### src/rtl/snes_pkg.sv
// snes_pkg: constants and state encoding shared by the SNES pad host and device ends
package snes_pkg;

    localparam int SNES_NUM_BUTTONS = 12;
    localparam int SNES_FRAME_BITS  = 16;

    localparam int BTN_B      = 0;
    localparam int BTN_Y      = 1;
    localparam int BTN_SELECT = 2;
    localparam int BTN_START  = 3;
    localparam int BTN_UP     = 4;
    localparam int BTN_DOWN   = 5;
    localparam int BTN_LEFT   = 6;
    localparam int BTN_RIGHT  = 7;
    localparam int BTN_A      = 8;
    localparam int BTN_X      = 9;
    localparam int BTN_L      = 10;
    localparam int BTN_R      = 11;

    typedef enum logic [1:0] {
        IDLE  = 2'd0,
        LOAD  = 2'd1,
        SHIFT = 2'd2,
        DONE  = 2'd3
    } pad_state_e;

endpackage

### src/rtl/sync_edge.sv
// sync_edge: multi-flop synchronizer for an asynchronous line with rise/fall pulses
module sync_edge #(
    parameter int   STAGES  = 2,
    parameter logic RST_VAL = 1'b0
) (
    input  logic clk,
    input  logic reset,
    input  logic d,
    output logic q,
    output logic rise,
    output logic fall
);

    logic [STAGES-1:0] sync_q;
    logic              prev_q;

    // shift the raw line through the synchronizer and keep one extra flop for edge detection
    always_ff @(posedge clk) begin
        if (!reset) begin
            sync_q <= {STAGES{RST_VAL}};
            prev_q <= RST_VAL;
        end else begin
            sync_q <= {sync_q[STAGES-2:0], d};
            prev_q <= sync_q[STAGES-1];
        end
    end

    assign q    = sync_q[STAGES-1];
    assign rise = q & ~prev_q;
    assign fall = ~q & prev_q;

endmodule

### src/rtl/snes_pad_responder.sv
// snes_pad_responder: device end of the SNES pad serial protocol, shifts out a captured button word
module snes_pad_responder
    import snes_pkg::*;
#(
    parameter int NUM_BUTTONS = SNES_NUM_BUTTONS,
    parameter int FRAME_BITS  = SNES_FRAME_BITS,
    parameter int SYNC_STAGES = 2
) (
    input  logic                   clk,
    input  logic                   reset,
    input  logic                   data_latch,
    input  logic                   snes_clk,
    input  logic [NUM_BUTTONS-1:0] buttons,
    output logic                   serial_data,
    output logic                   frame_strobe,
    output logic                   busy
);

    localparam int CW = $clog2(FRAME_BITS);
    localparam logic [CW-1:0] LAST_BIT = CW'(FRAME_BITS - 1);

    pad_state_e            state_q;
    logic [FRAME_BITS-1:0] shreg_q;
    logic [CW-1:0]         bit_cnt_q;
    logic                  serial_q;
    logic                  strobe_q;
    logic                  busy_q;

    logic                  latch_lvl, latch_rise, latch_fall;
    logic                  sclk_lvl, sclk_rise, sclk_fall;
    logic                  unused_sclk;
    logic [FRAME_BITS-1:0] load_word;

    sync_edge #(.STAGES(SYNC_STAGES), .RST_VAL(1'b0)) u_latch_sync (
        .clk  (clk),
        .reset(reset),
        .d    (data_latch),
        .q    (latch_lvl),
        .rise (latch_rise),
        .fall (latch_fall)
    );

    sync_edge #(.STAGES(SYNC_STAGES), .RST_VAL(1'b1)) u_sclk_sync (
        .clk  (clk),
        .reset(reset),
        .d    (snes_clk),
        .q    (sclk_lvl),
        .rise (sclk_rise),
        .fall (sclk_fall)
    );

    // the host samples on falling edges, so only rising edges move the frame
    assign unused_sclk = sclk_lvl ^ sclk_fall;

    // the line is active low and padding bits read as released
    assign load_word = {{(FRAME_BITS - NUM_BUTTONS){1'b1}}, ~buttons};

    // pad protocol FSM; latch edges take priority over a simultaneous shift clock edge
    always_ff @(posedge clk) begin
        if (!reset) begin
            state_q   <= IDLE;
            shreg_q   <= '1;
            bit_cnt_q <= '0;
            serial_q  <= 1'b1;
            strobe_q  <= 1'b0;
            busy_q    <= 1'b0;
        end else begin
            strobe_q <= 1'b0;
            case (state_q)
                IDLE, DONE: begin
                    if (latch_lvl) begin
                        state_q  <= LOAD;
                        shreg_q  <= load_word;
                        serial_q <= load_word[0];
                    end
                end
                LOAD: begin
                    if (latch_fall) begin
                        state_q   <= SHIFT;
                        strobe_q  <= 1'b1;
                        bit_cnt_q <= '0;
                        busy_q    <= 1'b1;
                    end else begin
                        shreg_q  <= load_word;
                        serial_q <= load_word[0];
                    end
                end
                SHIFT: begin
                    if (latch_rise) begin
                        state_q  <= LOAD;
                        busy_q   <= 1'b0;
                        shreg_q  <= load_word;
                        serial_q <= load_word[0];
                    end else if (sclk_rise) begin
                        shreg_q   <= {1'b0, shreg_q[FRAME_BITS-1:1]};
                        bit_cnt_q <= bit_cnt_q + CW'(1);
                        if (bit_cnt_q == LAST_BIT) begin
                            state_q  <= DONE;
                            busy_q   <= 1'b0;
                            serial_q <= 1'b0;
                        end else begin
                            serial_q <= shreg_q[1];
                        end
                    end
                end
                default: state_q <= IDLE;
            endcase
        end
    end

    assign serial_data  = serial_q;
    assign frame_strobe = strobe_q;
    assign busy         = busy_q;

endmodule
### config.mk
export PLATFORM = sky130hd
export DESIGN_NAME = snes_pad_responder
export DESIGN_NICKNAME = d
export VERILOG_FILES = /design/src/rtl/snes_pkg.sv /design/src/rtl/sync_edge.sv /design/src/rtl/snes_pad_responder.sv
export SDC_FILE = /design/constraint.sdc
export NUM_CORES = 1
export LEC_CHECK = 0
export ABC_AREA = 1
export CAP_MARGIN = 20
export CORE_ASPECT_RATIO = 0.75
export CORE_MARGIN = 2
export CORE_UTILIZATION = 47
export DETAILED_ROUTE_END_ITERATION = 6
export PLACE_DENSITY = 0.73
export SLEW_MARGIN = 15
export SYNTH_ARGS = -nofsm -noshare
export SYNTH_HDL_FRONTEND = slang
export SYNTH_SLANG_ARGS = --single-unit
### constraint.sdc
create_clock -name clk -period 1.5 [get_ports clk]
set_input_delay 0.3 -clock clk [delete_from_list [all_inputs] [get_ports clk]]
set_output_delay 0.3 -clock clk [all_outputs]
set_load 0.01 [all_outputs]
After elaboration in Yosys (flattened, before gate mapping)
Cells that the tools add are included.
- register bits after elaboration: 31
- bits of input ports: 16
- output and inout port bits: 3
- word-level logic and storage cells: 64
- add/subtract/negate cells: 1
- equality and inequality tests: 11
- multiplexer cells: 27
- bitwise logic cells: 7
- reductions and logical operators: 8
- operators with widths (cell ; count):
    two-way mux 16 bit ; 4
    case mux 16 bit (3 select lines) ; 1
    two-way mux 4 bit ; 3
    inverter 12 bit ; 1
    AND reduction 4 bit ; 3
    two-way mux 1 bit ; 10
    two-way mux 2 bit ; 5
    != test 2 bit (second input constant) ; 4
    case mux 4 bit (2 select lines) ; 1
    != test 3 bit (second input constant) ; 2
    case mux 2 bit (3 select lines) ; 1
    adder 4 x 1 -> 4 bit (second input constant) ; 1
    == test 2 bit (second input constant) ; 2
    == test 4 bit (second input constant) ; 1
    AND 1 bit ; 3
    inverter 1 bit ; 3
    case mux 1 bit (3 select lines) ; 1
    AND reduction 3 bit ; 1
    == test 2 x 1 -> 1 bit (second input constant) ; 1
    logical NOT 2 bit ; 1
    != test 2 x 1 -> 1 bit (second input constant) ; 1
    case mux 1 bit (2 select lines) ; 1
    AND reduction 2 bit ; 1
    nonzero test 2 bit ; 1
    OR reduction 2 bit ; 1

Logic depth before layout (Yosys ltp)
- depth after elaboration: 5
- gate-level depth with buffers: 11
- depth with buffers taken out: 10

By module
From an unflattened synthesis, not the netlist that was laid out.
- cell total of the unflattened synthesis: 198
- area total of the unflattened synthesis: 1392.6 um2
- by module, submodules not included (module ; times used ; cells an instance ; area each (um2) ; sequential area each (um2)):
    snes_pad_responder ; 1 ; 173 ; 1198.6 ; 480.5
    sync_edge (u_latch_sync) ; 1 ; 13 ; 100.1 ; 60.1
    sync_edge (u_sclk_sync) ; 1 ; 12 ; 93.8 ; 60.1

Worst setup path after synthesis
No wires, ideal clock.
- path kind: flip-flop to flip-flop
- start: register state_q[0]
- end: register serial_q, in the netlist serial_data
- library setup time: 0.130 ns
- arrival time: 1.335 ns
- required time: 1.370 ns
- slack: 0.035 ns
- stages on the path, launching flop included: 10
- path buffers: 1
- period minus slack after synthesis: 1.465 ns
- path through: dfxtp_1 -> inv_1 -> ha_1 -> nand2_1 -> nand2_2 -> nor2_8 -> inv_4 -> buf_6 -> nand2_1 -> nand3_1
- word-level cells in the longest chain between the ends: 4
- elaborated cells between the ends (all ways): 10
- classes of those cells: eq/ne (6); mux (1); reduce/logical (3)
- RTL lines (element ; RTL line ; RTL):
    start, declared ; snes_pad_responder.sv:22 ; pad_state_e state_q;
    start signal, assigned ; snes_pad_responder.sv:61 ; state_q <= IDLE;
    start signal, assigned ; snes_pad_responder.sv:72 ; state_q <= LOAD;
    start signal, assigned ; snes_pad_responder.sv:79 ; state_q <= SHIFT;
    == test 2 bit or logical NOT 2 bit (tied branches) ; snes_pad_responder.sv:69 ; case (state_q)
    OR reduction 2 bit ; snes_pad_responder.sv:69 ;
    != test 2 x 1 -> 1 bit (no source line) ; n/a ;
    AND reduction 3 bit (no source line) ; n/a ;
    end signal, assigned ; snes_pad_responder.sv:74 ; serial_q <= load_word[0];
    end signal, assigned ; snes_pad_responder.sv:85 ; serial_q <= load_word[0];
    end signal, assigned ; snes_pad_responder.sv:93 ; serial_q <= load_word[0];
    end, declared ; snes_pad_responder.sv:25 ; logic serial_q;
Parallel ways exist; a longest one is shown, timed or not.
A chain may end at the register's enable or synchronous reset.

Worst setup path after layout
- start: register serial_q, in the netlist serial_data
- end: output port serial_data
- RTL lines (element ; RTL line ; RTL):
    end, declared ; snes_pad_responder.sv:14 ; output logic serial_data,
No word-level cell between the ends.

==> impl_metrics.env <==
export IMPL_status="complete, no violations"
export IMPL_cts_repair_resized=0
export IMPL_groute_usage_overall_pct=19.7
export IMPL_finalSetupViolCount=0
export IMPL_firstDrtPassIters=4
export IMPL_placeableCoreArea_sq_um=2910
export IMPL_design_portCount=19
export IMPL_cell_type_with_the_highest_aggregate_area_in_the_netlist="dfxtp_1"
export IMPL_synthesis_area_per_instance_sq_um=6.95
export IMPL_multiInputGateArea_sq_um=712
export IMPL_worst_slew_pin_transition_ns=0.274
export IMPL_cts_root_buffer_cell="clkbuf_8"
export IMPL_cts_htree_levels=2
export IMPL_layout_drive_gt1_share_pct=13.4
export IMPL_layout_cells_most_common="nand2_1"
export IMPL_whs_path_depth=1
export IMPL_worstReg2RegEnd="shreg_q[14]"
export IMPL_finalClockSkew_ns=0.00695
export IMPL_synth_yosys_warnings=0
export IMPL_synthesized_nets=225
export IMPL_timing_critical_path_fanout_max=2
export IMPL_fmax_ghz=0.691
export IMPL_sw_power_w=0.00125
export IMPL_die_area_sq_um=3490
export IMPL_slew_headroom_pct=81.7
export IMPL_internal_power_w=0.00192
export IMPL_clk_pin_slew_worst_paths_ns=0.06
export IMPL_worst_setup_path_start_kind="flip-flop"
export IMPL_hold_class="reg -> reg"
export IMPL_cts_buffers_inserted=5
export IMPL_vdd_drop_max_mv=0.950
export IMPL_hold_buffers=0
export IMPL_port_buffer_count=18
export IMPL_detail_route_wirelength_met1_microns=1490
export IMPL_setup_repair_after_global_routing_missed_its_margin="no"
export IMPL_totalNegativeSetupSlack_ns=0
export IMPL_clk_insertion_delay_late_ns=0.29
export IMPL_remaining_drc_errors=0
export IMPL_yosys_register_bits=30
export IMPL_num_nets_final=251
export IMPL_hpwl_microns=2080
export IMPL_worst_path_largest_cell_delay_ns=0.53
export IMPL_total_power_w=0.00317
export IMPL_power_frac_seq_pct=35.3
export IMPL_drv_slew=0
export IMPL_antenna_violations_before_repair=0
export IMPL_hp_start="u_sclk_sync.sync_q[0]"
export IMPL_reg2reg_setup_slack_ns=0.10
export IMPL_netSwitchingFraction_pct=39.3
export IMPL_met2_wirelength_microns=1240
export IMPL_cts_post_setup_buffers_inserted=0
export IMPL_tritoncts="yes"
export IMPL_cpLargestDelayFamily="buffers and inverters"
export IMPL_die_width_microns=67.6
export IMPL_timing_final_crit_period_ns=1.45
export IMPL_clkSinkCount=30
export IMPL_met3RoutedLength_microns=145
export IMPL_most_common_layout_cells="nand2_1 (74), dfxtp_1 (29), nand3_1 (24)"
export IMPL_worst_path_bufs_invs=1
export IMPL_max_layer_used="met4"
export IMPL_ys_top_cells_by_area="dfxtp_1 (42%), nand2_1 (19%), nand3_1 (8.8%)"
export IMPL_cp_cell_sequence="clkdlybuf4s50_1"
export IMPL_logic_pwr_share_pct=45.3
export IMPL_hold_path_end="u_sclk_sync.sync_q[1]"
export IMPL_ys_seq_area_share_pct=42.1
export IMPL_floorplan_rows=17
export IMPL_vias=1312
export IMPL_routed_wirelength_microns=2950
export IMPL_clk_pwr_share_pct=19.4
export IMPL_reg2regPathDepth=8
export IMPL_fillCellCount=268
export IMPL_seqCellArea_sq_um=602
export IMPL_cp_end_kind="primary output"
export IMPL_synth_cell_area_sq_um=1430
export IMPL_via_count_of_the_first_global_routing_pass=1165
export IMPL_cts_root_to_sink_buffers=2
export IMPL_grt_pass1_wl_microns=4960
export IMPL_path_class="reg -> out"
export IMPL_global_route_overflow_total=0
export IMPL_drtAntennaViolNets=0
export IMPL_layout_area_overhead_vs_synth_pct=25.0
export IMPL_largest_net_degree_at_the_start_of_global_routing=19
export IMPL_power_static_leakage_nw=0.807
export IMPL_synthDistinctLibCells=25
export IMPL_drv_max_cap_violation_count=0
export IMPL_period_share_pct=96.5
export IMPL_cp_data_required_time_ns=1.20
export IMPL_critPathArrivalTime_ns=1.15
export IMPL_post_synth_inst_count=205
export IMPL_hold_violation_count_in_the_final_report=0
export IMPL_crit_slowest_cell="clkdlybuf4s50_1"
export IMPL_place_congestion=0.815
export IMPL_antenna_cells=0
export IMPL_power_density_nw_per_um2=1780
export IMPL_dr_first_iter_drc_count=124
export IMPL_die_y_microns=51.7
export IMPL_start_util_pct=48.9
export IMPL_yosys_area_top_type_share_pct=42.1
export IMPL_r2r_start="state_q[0]"
export IMPL_route_detailed_vias_per_inst=4.88
export IMPL_wl_per_cell_microns=11.0
worst max path at each step:
stage,from,to,slack (ns),depth (start not counted)
after floorplan,state_q[0],serial_data,0.04,9
after global routing,serial_data,serial_data,0.01,1
after detailed placement,state_q[0],shreg_q[1],0.04,8
after CTS,state_q[0],shreg_q[9],0.006,8
final,serial_data,serial_data,0.05,1
after global placement,state_q[0],shreg_q[1],0.05,8
registers in the layout, summed over array words and instances (netlist names):
signal               count
shreg_q                 15
frame_strobe             1
serial_data              1
u_sclk_sync.prev_q       1
busy                     1
u_sclk_sync.sync_q       2
u_latch_sync.sync_q      2
bit_cnt_q                4
state_q                  2
u_latch_sync.prev_q      1
cell usage after synthesis:
library cell and instances:
nor2_4 1, inv_4 1, dfxtp_1 30, nand4_1 1, buf_4 1, nand2_4 1
nand3_1 25, inv_2 4, clkbuf_2 1, nor2_1 12, a21oi_1 6, nand2_2 2
ha_1 4, inv_1 15, o21ai_1 3, nor2_8 1, clkbuf_1 3, buf_6 1
nor2_2 1, nand2_1 74, buf_2 2, and2_1 1, o21ai_0 10, nand3b_1 3
or2_2 2
routing by layer:
metal / track usage, % / vias up
met3: 6.93 / 9
met1: 25.0 / 587
met2: 29.2 / 25
met4: 10.2 / 0
met5: 0 / -
li1: - / 691
power by group through the flow:
stage	logic (W)	clock network, W	registers [W]
after global placement	0.00139	0	0.00113
after global routing	0.00165	0.000654	0.00114
after floorplan	0.00107	0	0.00111
after detailed placement	0.00139	0	0.00113
after CTS	0.00141	0.000632	0.00111
final	0.00144	0.000615	0.00112
through the flow:
stage / hold slack [ns] / util (%) / instances / instance area, sq um / worst slack (ns)
2_1_floorplan: 0.390 / - / 205 / 1430 / 0.0352
3_3_place_gp: 0.394 / 57.9 / 262 / 1690 / 0.0529
3_5_place_dp: 0.414 / 57.9 / 262 / 1690 / 0.0418
4_1_cts: 0.424 / 60.5 / 269 / 1760 / 0.00611
5_1_grt: 0.439 / 61.1 / 269 / 1780 / 0.0104
6_report: 0.419 / 61.1 / 269 / 1780 / 0.0531
area by class of cell:
class / count / share of cell area (%)
multi-input cells: 147 / 40.0
flip-flops and latches: 30 / 33.8
repair buffers: 27 / 14.8
inverters: 20 / 4.49
clock buffers: 7 / 4.28
well taps: 38 / 2.67
kinds of logic after synthesis:
family,Yosys count,synth area share (%)
AO/OA/AOI/OAI,19,6.67
adder cells (fa/ha/maj),4,3.51
buffers and inverters,28,8.60
flip-flops,30,42.1
AND/OR/NAND/NOR,124,39.1
Note: power is estimated with default switching activity, not from simulation.
